==> src/rtl/qspi_xip_pkg.sv <==
// Shared definitions for the QSPI execute-in-place bridge: controller register
// map, CCR field layout, FSM encoding and the CCR builder.
package qspi_xip_pkg;

    localparam logic [7:0] REG_CCR  = 8'h00;
    localparam logic [7:0] REG_ADR  = 8'h04;
    localparam logic [7:0] REG_DATA = 8'h08;

    localparam int CCR_INST_LSB  = 0;
    localparam int CCR_MODE_LSB  = 8;
    localparam int CCR_DIR_BIT   = 10;
    localparam int CCR_DUMMY_LSB = 11;
    localparam int CCR_SIZE_LSB  = 16;
    localparam int CCR_PRESC_LSB = 25;

    typedef enum logic [4:0] {
        ST_IDLE    = 5'b00001,
        ST_SET_ADR = 5'b00010,
        ST_SET_CCR = 5'b00100,
        ST_RD_WORD = 5'b01000,
        ST_RESP    = 5'b10000
    } state_e;

    // Size field holds the transfer byte count minus one; direction 0 = read.
    function automatic logic [31:0] ccr_build(
        input logic [7:0] inst,
        input logic [1:0] mode,
        input logic [4:0] dummy,
        input logic [8:0] size,
        input logic [5:0] prescale
    );
        logic [31:0] v;
        v                          = '0;
        v[CCR_INST_LSB  +: 8]      = inst;
        v[CCR_MODE_LSB  +: 2]      = mode;
        v[CCR_DIR_BIT]             = 1'b0;
        v[CCR_DUMMY_LSB +: 5]      = dummy;
        v[CCR_SIZE_LSB  +: 9]      = size;
        v[CCR_PRESC_LSB +: 6]      = prescale;
        return v;
    endfunction

endpackage

==> src/rtl/qspi_xip_line_buf.sv <==
// Single-line prefetch buffer: word storage, tag, valid flag, hit compare and
// the word-select read mux.
module qspi_xip_line_buf
    import qspi_xip_pkg::*;
#(
    parameter int LINE_WORDS = 4,
    parameter int IDX_W      = 2,
    parameter int TAG_W      = 20
) (
    input  logic             clk_i,
    input  logic             rst_i,
    input  logic [TAG_W-1:0] i_lookup_tag,
    input  logic [IDX_W-1:0] i_rd_idx,
    output logic             o_hit,
    output logic [31:0]      o_rd_dat,
    input  logic             i_wr_en,
    input  logic [IDX_W-1:0] i_wr_idx,
    input  logic [31:0]      i_wr_dat,
    input  logic             i_install,
    input  logic             i_install_valid,
    input  logic [TAG_W-1:0] i_install_tag,
    input  logic             i_inv
);

    logic [31:0]      r_mem [LINE_WORDS];
    logic [TAG_W-1:0] r_tag;
    logic             r_valid;

    // NOTE: storage and tag carry no reset; valid alone decides whether they are trusted.
    always_ff @(posedge clk_i) begin
        if (i_wr_en) begin
            r_mem[i_wr_idx] <= i_wr_dat;
        end
        if (i_install) begin
            r_tag <= i_install_tag;
        end
    end

    always_ff @(posedge clk_i) begin
        if (rst_i) begin
            r_valid <= 1'b0;
        end else if (i_install) begin
            r_valid <= i_install_valid;
        end else if (i_inv) begin
            r_valid <= 1'b0;
        end
    end

    assign o_hit    = r_valid && (r_tag == i_lookup_tag);
    assign o_rd_dat = r_mem[i_rd_idx];

endmodule

==> src/rtl/qspi_xip_koprusu.sv <==
// XIP read bridge: serves CPU word reads from a one-line buffer and refills it
// on a miss by driving the QSPI controller's registers as a Wishbone master.
module qspi_xip_koprusu
    import qspi_xip_pkg::*;
#(
    parameter int         LINE_WORDS = 4,
    parameter logic [7:0] INST       = 8'h6B,
    parameter logic [1:0] DATA_MODE  = 2'b11,
    parameter int         DUMMY      = 8,
    parameter int         PRESCALE   = 0
) (
    input  logic        clk_i,
    input  logic        rst_i,
    input  logic        cpu_req_i,
    input  logic [23:0] cpu_adr_i,
    output logic        cpu_ack_o,
    output logic [31:0] cpu_dat_o,
    input  logic        flush_i,
    output logic        busy_o,
    output logic [7:0]  wb_adr_o,
    output logic [31:0] wb_dat_o,
    output logic        wb_we_o,
    output logic        wb_stb_o,
    output logic        wb_cyc_o,
    output logic [3:0]  wb_sel_o,
    input  logic        wb_ack_i,
    input  logic [31:0] wb_dat_i
);

    localparam int               L        = $clog2(LINE_WORDS) + 2;
    localparam int               IDX_W    = (LINE_WORDS > 1) ? $clog2(LINE_WORDS) : 1;
    localparam int               TAG_W    = 24 - L;
    localparam logic [IDX_W-1:0] IDX_LAST = IDX_W'(LINE_WORDS - 1);
    localparam logic [23:0]      OFS_MASK = 24'(LINE_WORDS * 4 - 1);
    localparam logic [31:0]      CCR_VAL  = ccr_build(INST, DATA_MODE, 5'(DUMMY),
                                                      9'(LINE_WORDS * 4 - 1), 6'(PRESCALE));

    state_e           r_state;
    state_e           w_state_nxt;
    logic             r_stb;
    logic             r_we;
    logic [7:0]       r_adr;
    logic [31:0]      r_dat;
    logic             w_stb_nxt;
    logic             w_we_nxt;
    logic [7:0]       w_adr_nxt;
    logic [31:0]      w_dat_nxt;
    logic [IDX_W-1:0] r_word_ctr;
    logic [IDX_W-1:0] r_req_idx;
    logic [23:0]      r_line_base;
    logic             r_flush_pend;
    logic [31:0]      r_cpu_dat;

    logic             w_buf_hit;
    logic [31:0]      w_buf_dat;
    logic             w_hit;
    logic             w_bus_ack;
    logic             w_last;
    logic             w_in_fill;
    logic             w_buf_wr;
    logic             w_buf_inv;
    logic [IDX_W-1:0] w_req_idx;

    // A flush in the same cycle as a request forces a refetch.
    assign w_hit     = w_buf_hit && !flush_i;
    assign w_bus_ack = r_stb && wb_ack_i;
    assign w_last    = (r_word_ctr == IDX_LAST);
    assign w_in_fill = (r_state == ST_SET_ADR) || (r_state == ST_SET_CCR) || (r_state == ST_RD_WORD);
    assign w_buf_wr  = (r_state == ST_RD_WORD) && w_bus_ack;
    assign w_buf_inv = (flush_i && ((r_state == ST_IDLE) || (r_state == ST_RESP)))
                     || ((r_state == ST_IDLE) && cpu_req_i && !w_hit);
    assign w_req_idx = IDX_W'((cpu_adr_i >> 2) & 24'(LINE_WORDS - 1));

    qspi_xip_line_buf #(
        .LINE_WORDS (LINE_WORDS),
        .IDX_W      (IDX_W),
        .TAG_W      (TAG_W)
    ) u_line_buf (
        .clk_i           (clk_i),
        .rst_i           (rst_i),
        .i_lookup_tag    (cpu_adr_i[23:L]),
        .i_rd_idx        (w_req_idx),
        .o_hit           (w_buf_hit),
        .o_rd_dat        (w_buf_dat),
        .i_wr_en         (w_buf_wr),
        .i_wr_idx        (r_word_ctr),
        .i_wr_dat        (wb_dat_i),
        .i_install       (w_buf_wr && w_last),
        .i_install_valid (!(r_flush_pend || flush_i)),
        .i_install_tag   (r_line_base[23:L]),
        .i_inv           (w_buf_inv)
    );

    always_ff @(posedge clk_i) begin
        if (rst_i) begin
            r_state <= ST_IDLE;
            r_stb   <= 1'b0;
            r_we    <= 1'b0;
            r_adr   <= '0;
            r_dat   <= '0;
        end else begin
            r_state <= w_state_nxt;
            r_stb   <= w_stb_nxt;
            r_we    <= w_we_nxt;
            r_adr   <= w_adr_nxt;
            r_dat   <= w_dat_nxt;
        end
    end

    always_comb begin
        w_state_nxt = r_state;
        case (r_state)
            ST_IDLE:    if (cpu_req_i) w_state_nxt = w_hit ? ST_RESP : ST_SET_ADR;
            ST_SET_ADR: if (w_bus_ack) w_state_nxt = ST_SET_CCR;
            ST_SET_CCR: if (w_bus_ack) w_state_nxt = ST_RD_WORD;
            ST_RD_WORD: if (w_bus_ack && w_last) w_state_nxt = ST_RESP;
            ST_RESP:    w_state_nxt = ST_IDLE;
            default:    w_state_nxt = ST_IDLE;
        endcase
    end

    // A bus state with the strobe low launches its access; an acked access idles one cycle.
    always_comb begin
        w_stb_nxt = r_stb;
        w_we_nxt  = r_we;
        w_adr_nxt = r_adr;
        w_dat_nxt = r_dat;
        if (r_stb) begin
            if (wb_ack_i) w_stb_nxt = 1'b0;
        end else begin
            case (r_state)
                ST_SET_ADR: begin
                    w_stb_nxt = 1'b1;
                    w_we_nxt  = 1'b1;
                    w_adr_nxt = REG_ADR;
                    w_dat_nxt = {8'h00, r_line_base};
                end
                ST_SET_CCR: begin
                    w_stb_nxt = 1'b1;
                    w_we_nxt  = 1'b1;
                    w_adr_nxt = REG_CCR;
                    w_dat_nxt = CCR_VAL;
                end
                ST_RD_WORD: begin
                    w_stb_nxt = 1'b1;
                    w_we_nxt  = 1'b0;
                    w_adr_nxt = REG_DATA + 8'({r_word_ctr, 2'b00});
                    w_dat_nxt = '0;
                end
                default: ;
            endcase
        end
    end

    always_ff @(posedge clk_i) begin
        if (rst_i) begin
            r_word_ctr   <= '0;
            r_req_idx    <= '0;
            r_line_base  <= '0;
            r_flush_pend <= 1'b0;
            r_cpu_dat    <= '0;
        end else begin
            if ((r_state == ST_IDLE) && cpu_req_i) begin
                r_req_idx    <= w_req_idx;
                r_flush_pend <= 1'b0;
                if (w_hit) r_cpu_dat <= w_buf_dat;
                else       r_line_base <= cpu_adr_i & ~OFS_MASK;
            end
            if (w_in_fill && flush_i) r_flush_pend <= 1'b1;
            if ((r_state == ST_SET_CCR) && w_bus_ack) r_word_ctr <= '0;
            if (w_buf_wr) begin
                r_word_ctr <= r_word_ctr + IDX_W'(1);
                if (r_word_ctr == r_req_idx) r_cpu_dat <= wb_dat_i;
            end
        end
    end

    assign cpu_ack_o = (r_state == ST_RESP);
    assign busy_o    = (r_state != ST_IDLE);
    assign cpu_dat_o = r_cpu_dat;
    assign wb_stb_o  = r_stb;
    assign wb_cyc_o  = r_stb;
    assign wb_we_o   = r_we;
    assign wb_adr_o  = r_adr;
    assign wb_dat_o  = r_dat;
    assign wb_sel_o  = 4'hF;

endmodule
==> config.mk <==
export PLATFORM = sky130hd
export DESIGN_NAME = qspi_xip_koprusu
export DESIGN_NICKNAME = d
export VERILOG_FILES = /design/src/rtl/qspi_xip_pkg.sv /design/src/rtl/qspi_xip_line_buf.sv /design/src/rtl/qspi_xip_koprusu.sv
export SDC_FILE = /design/constraint.sdc
export NUM_CORES = 1
export LEC_CHECK = 0
export ABC_AREA = 1
export CAP_MARGIN = 25
export CORE_MARGIN = 4
export CORE_UTILIZATION = 41
export DETAILED_ROUTE_END_ITERATION = 8
export GPL_TIMING_DRIVEN = 0
export SYNTH_ARGS = -nofsm -noshare
export SYNTH_HDL_FRONTEND = slang
export SYNTH_HIERARCHICAL = 1
export SYNTH_SLANG_ARGS = --single-unit
export TNS_END_PERCENT = 50
==> constraint.sdc <==
create_clock -name clk_i -period 7.85 [get_ports clk_i]
set_clock_uncertainty 0.15 [all_clocks]
set_input_delay 0.785 -clock clk_i [delete_from_list [all_inputs] [get_ports clk_i]]
set_output_delay 0.785 -clock clk_i [all_outputs]
set_load 0.05 [all_outputs]
==> results.yml <==
setup_path:
  critPathArrivalTime_ps: 2430
  reg2reg_to: "u_line_buf/r_mem[1][13]"
  critPathLaunchType: "flop"
  slowest_stage: "clkdlybuf4s50_1"
  critical_path_required_ps: 6910
  worst-r2r-cell-count: 9
  rrSetupSlack_ps: 5230
  max_stage_delay_ps: 930
  rr_startpoint: "r_state[3]"
  crit_type: "flop to primary output"
  critical_path.max_fanout: 3
  crit_start: "r_state[1]"
  endpoint_kind: "primary output"
  path_cells: "inv_1 > nand2_1 > nor4_1 > clkdlybuf4s50_1"
timing:
  fin_crit_sh_pct: 42.9
  finalHoldViolCount: 0
  setup_ws_ps: 4480
  rsz0062_at_grt: "false"
  report.final.slew_viol_count: 0
  slew_headroom_pct: 44.8
  tightest_slew_ps: 823
  fmax_ghz: 0.297
  fin_setup_tns_ps: 0
  min_period_ps: 3370
  whs_ps: 277
  setup_viol_count_final: 0
placed_design:
  place_ws_ps: 4350
  io_buffers: 121
  gp_congestion: 0.833
  dp_hpwl_um: 18800
yosys:
  synth.avg_cell_area_um2: 9.39
  syn-instance-count: 1089
  yosys_register_bits: 237
  syn_area_um2: 10200
  ys_seq_area_share_pct: 60.9
  yosys_warnings: 6
  synth_cell_type_count: 34
clocking:
  htree_levels: 1
  cts_sinks: 237
  cts-root-buf: "clkbuf_16"
  clkTransAtPathRegs_ps: 60
  postCtsHoldBufs: 0
  insertion_delay_ps: 520
  cts_made_buffers: 26
  cts_setup_buffers: 0
  clockBufferDepth: 3
  cts-resized-gates: 0
  tritoncts: "built"
route:
  drt_first_pass_iters: 7
  drt-vias-per-instance: 4.94
  ant_nets: 0
  routed-via-count: 7963
  wire_per_inst_um: 16.6
  route.detailed.drc: 0
  postRouteWirelength_um: 26800
  drt_iter0_markers: 602
die:
  io_pins: 142
  start_util_pct: 41.8
  die_y_um: 166
  die_area_um2: 27500
  dieWidth_um: 166
  core-area_um2: 24500
  fp-row-count: 57
run:
  max_cap_violations: 0
power:
  power_uw: 2850
  cellPowerDensity_nw_per_um2: 220
  ir_drop_uv: 132
  p_leak_uw: 0.00473
final_layout:
  final_layout_size_suffix_gt1_share_pct: 10.7
  nets: 1331
  fillers: 2218
  diodes: 0
  syn_to_final_growth_pct: 26.9
  utilization_pct: 53.1
grt:
  grt_pass1_vias: 7856
  grt_util_all_layers_pct: 18.8
  grt_max_degree: 14
  grt_antenna_before_repair: 1
  grt_pass1_wl_um: 41900
  grt_overflow: 0
worst_hold_path:
  worstHoldPathType: "flop to flop"
  min-delay-start: "r_line_base[21]"
  whs_endpoint: "u_line_buf/r_tag[17]"
  hold_depth: 0
outcome:
  outcome: "completed"
[where the power goes]
group / internal, uW / total, uW / switching [uW]
logic: 96.8 / 277 / 180
registers: 1340 / 1350 / 11.2
clock network: 758 / 1220 / 464
total: 2200 / 2850 / 655
[logic make-up (layout without fill, tap and decap cells)]
logic type | count (synthesis) | in the layout | share of synthesized area [%]
AOI/OAI and AO/OA | 282 | 282 | 14.3
xor gates and xnor gates | 3 | 3 | 0.257
adders and majority gates | 1 | 1 | 0.122
buffers and inverters | 185 | 369 | 9.31
DFF | 237 | 237 | 60.9
other | 2 | 18 | 0.0734
and+or+nand+nor | 379 | 379 | 15.1
[state kept, by name, indices dropped and copies added (netlist names)]
register,cells
wb_we_o,1
wb_adr_o,3
r_line_base,20
r_req_idx,2
u_line_buf/r_tag,20
u_line_buf/r_mem,128
r_state,5
r_flush_pend,1
u_line_buf/r_valid,1
cpu_dat_o,32
wb_cyc_o,1
wb_dat_o,21
r_word_ctr,2
[per-layer routing]
| metal | track usage [%] | vias to the layer above | routed length (um) |
|---|---|---|---|
| met1 | 24.3 | 3670 | 11500 |
| met5 | 0 | - | 15 |
| met4 | 5.60 | 2 | 620 |
| li1 | - | 3974 | - |
| met3 | 3.71 | 44 | 1910 |
| met2 | 32.1 | 273 | 12700 |
[cells in the final DEF (no fill, tap or decap), types with 2 or more instances in the layout]
| cell | instances |
|---|---|
| a21oi_1 | 38 |
| buf_2 | 12 |
| buf_4 | 27 |
| buf_6 | 28 |
| buf_8 | 4 |
| bufinv_16 | 3 |
| clkbuf_1 | 30 |
| clkbuf_16 | 27 |
| clkbuf_2 | 4 |
| clkbuf_8 | 3 |
| clkdlybuf4s50_1 | 121 |
| clkinv_2 | 3 |
| conb_1 | 18 |
| dfxtp_1 | 89 |
| edfxtp_1 | 148 |
| inv_1 | 96 |
| inv_2 | 7 |
| nand2_1 | 140 |
| nand2_2 | 3 |
| nand3_1 | 19 |
| nand3_4 | 2 |
| nand4_1 | 3 |
| nor2_1 | 197 |
| nor2_2 | 5 |
| nor2_4 | 2 |
| nor3_2 | 4 |
| o21ai_0 | 149 |
| o21ai_1 | 59 |
| o22ai_1 | 34 |
| xor2_1 | 2 |
[per-stage QoR]
| step | std cells | instance area [um2] |
|---|---|---|
| floorplan | 1105 | 10300 |
| global placement | 1550 | 11900 |
| detailed placement | 1565 | 12100 |
| CTS | 1613 | 13000 |
| global route | 1613 | 13000 |
| finish | 1613 | 13000 |
[critical path: cells and delay by family (launching register included)]
kind / cells / cell delay [ps]
buffers and inverters: 2 / 1010
DFF: 1 / 350
and+or+nand+nor: 2 / 540
[how the worst max path moves through the flow]
stage                              to  slack [ps]  cells past startpoint
6_report                    cpu_ack_o        4480                      4
5_1_grt                     cpu_ack_o        4390                      4
4_1_cts                     cpu_ack_o        4450                      4
3_5_place_dp            cpu_dat_o[29]        4350                     17
3_3_place_gp   u_line_buf/r_mem[0][5]        1340                      7
2_1_floorplan  u_line_buf/r_mem[2][0]        3830                      6
[layout make-up]
type / count / area (um2) / share of cell area (%)
well taps: 324 / 405 / 3.12
clock buffers: 41 / 758 / 5.84
multi-input cells: 683 / 3130 / 24.1
flip-flops and latches: 237 / 6230 / 48.0
repair buffers: 136 / 1400 / 10.7
clock inverters: 7 / 111 / 0.858
plain buffers: 80 / 549 / 4.23
inverters: 105 / 403 / 3.10
[cell usage after synthesis (all sizes together)]
master / number / area [um2]
o21ai: 208 / 1040
nor2: 205 / 811
edfxtp: 148 / 4440
nand2: 144 / 556
inv: 104 / 398
dfxtp: 89 / 1780
buf: 57 / 458
a21oi: 38 / 190
o22ai: 34 / 213
clkbuf: 23 / 91.3
nand3: 21 / 130
nor3: 5 / 25.0
nand4: 3 / 18.8
conb: 2 / 7.51
xor2: 2 / 17.5
a22oi: 1 / 7.51
clkinv: 1 / 5.00
ha: 1 / 12.5
nor4: 1 / 6.26
o211ai: 1 / 7.51
xnor2: 1 / 8.76
No activity file was read; power rests on OpenSTA's default activity.
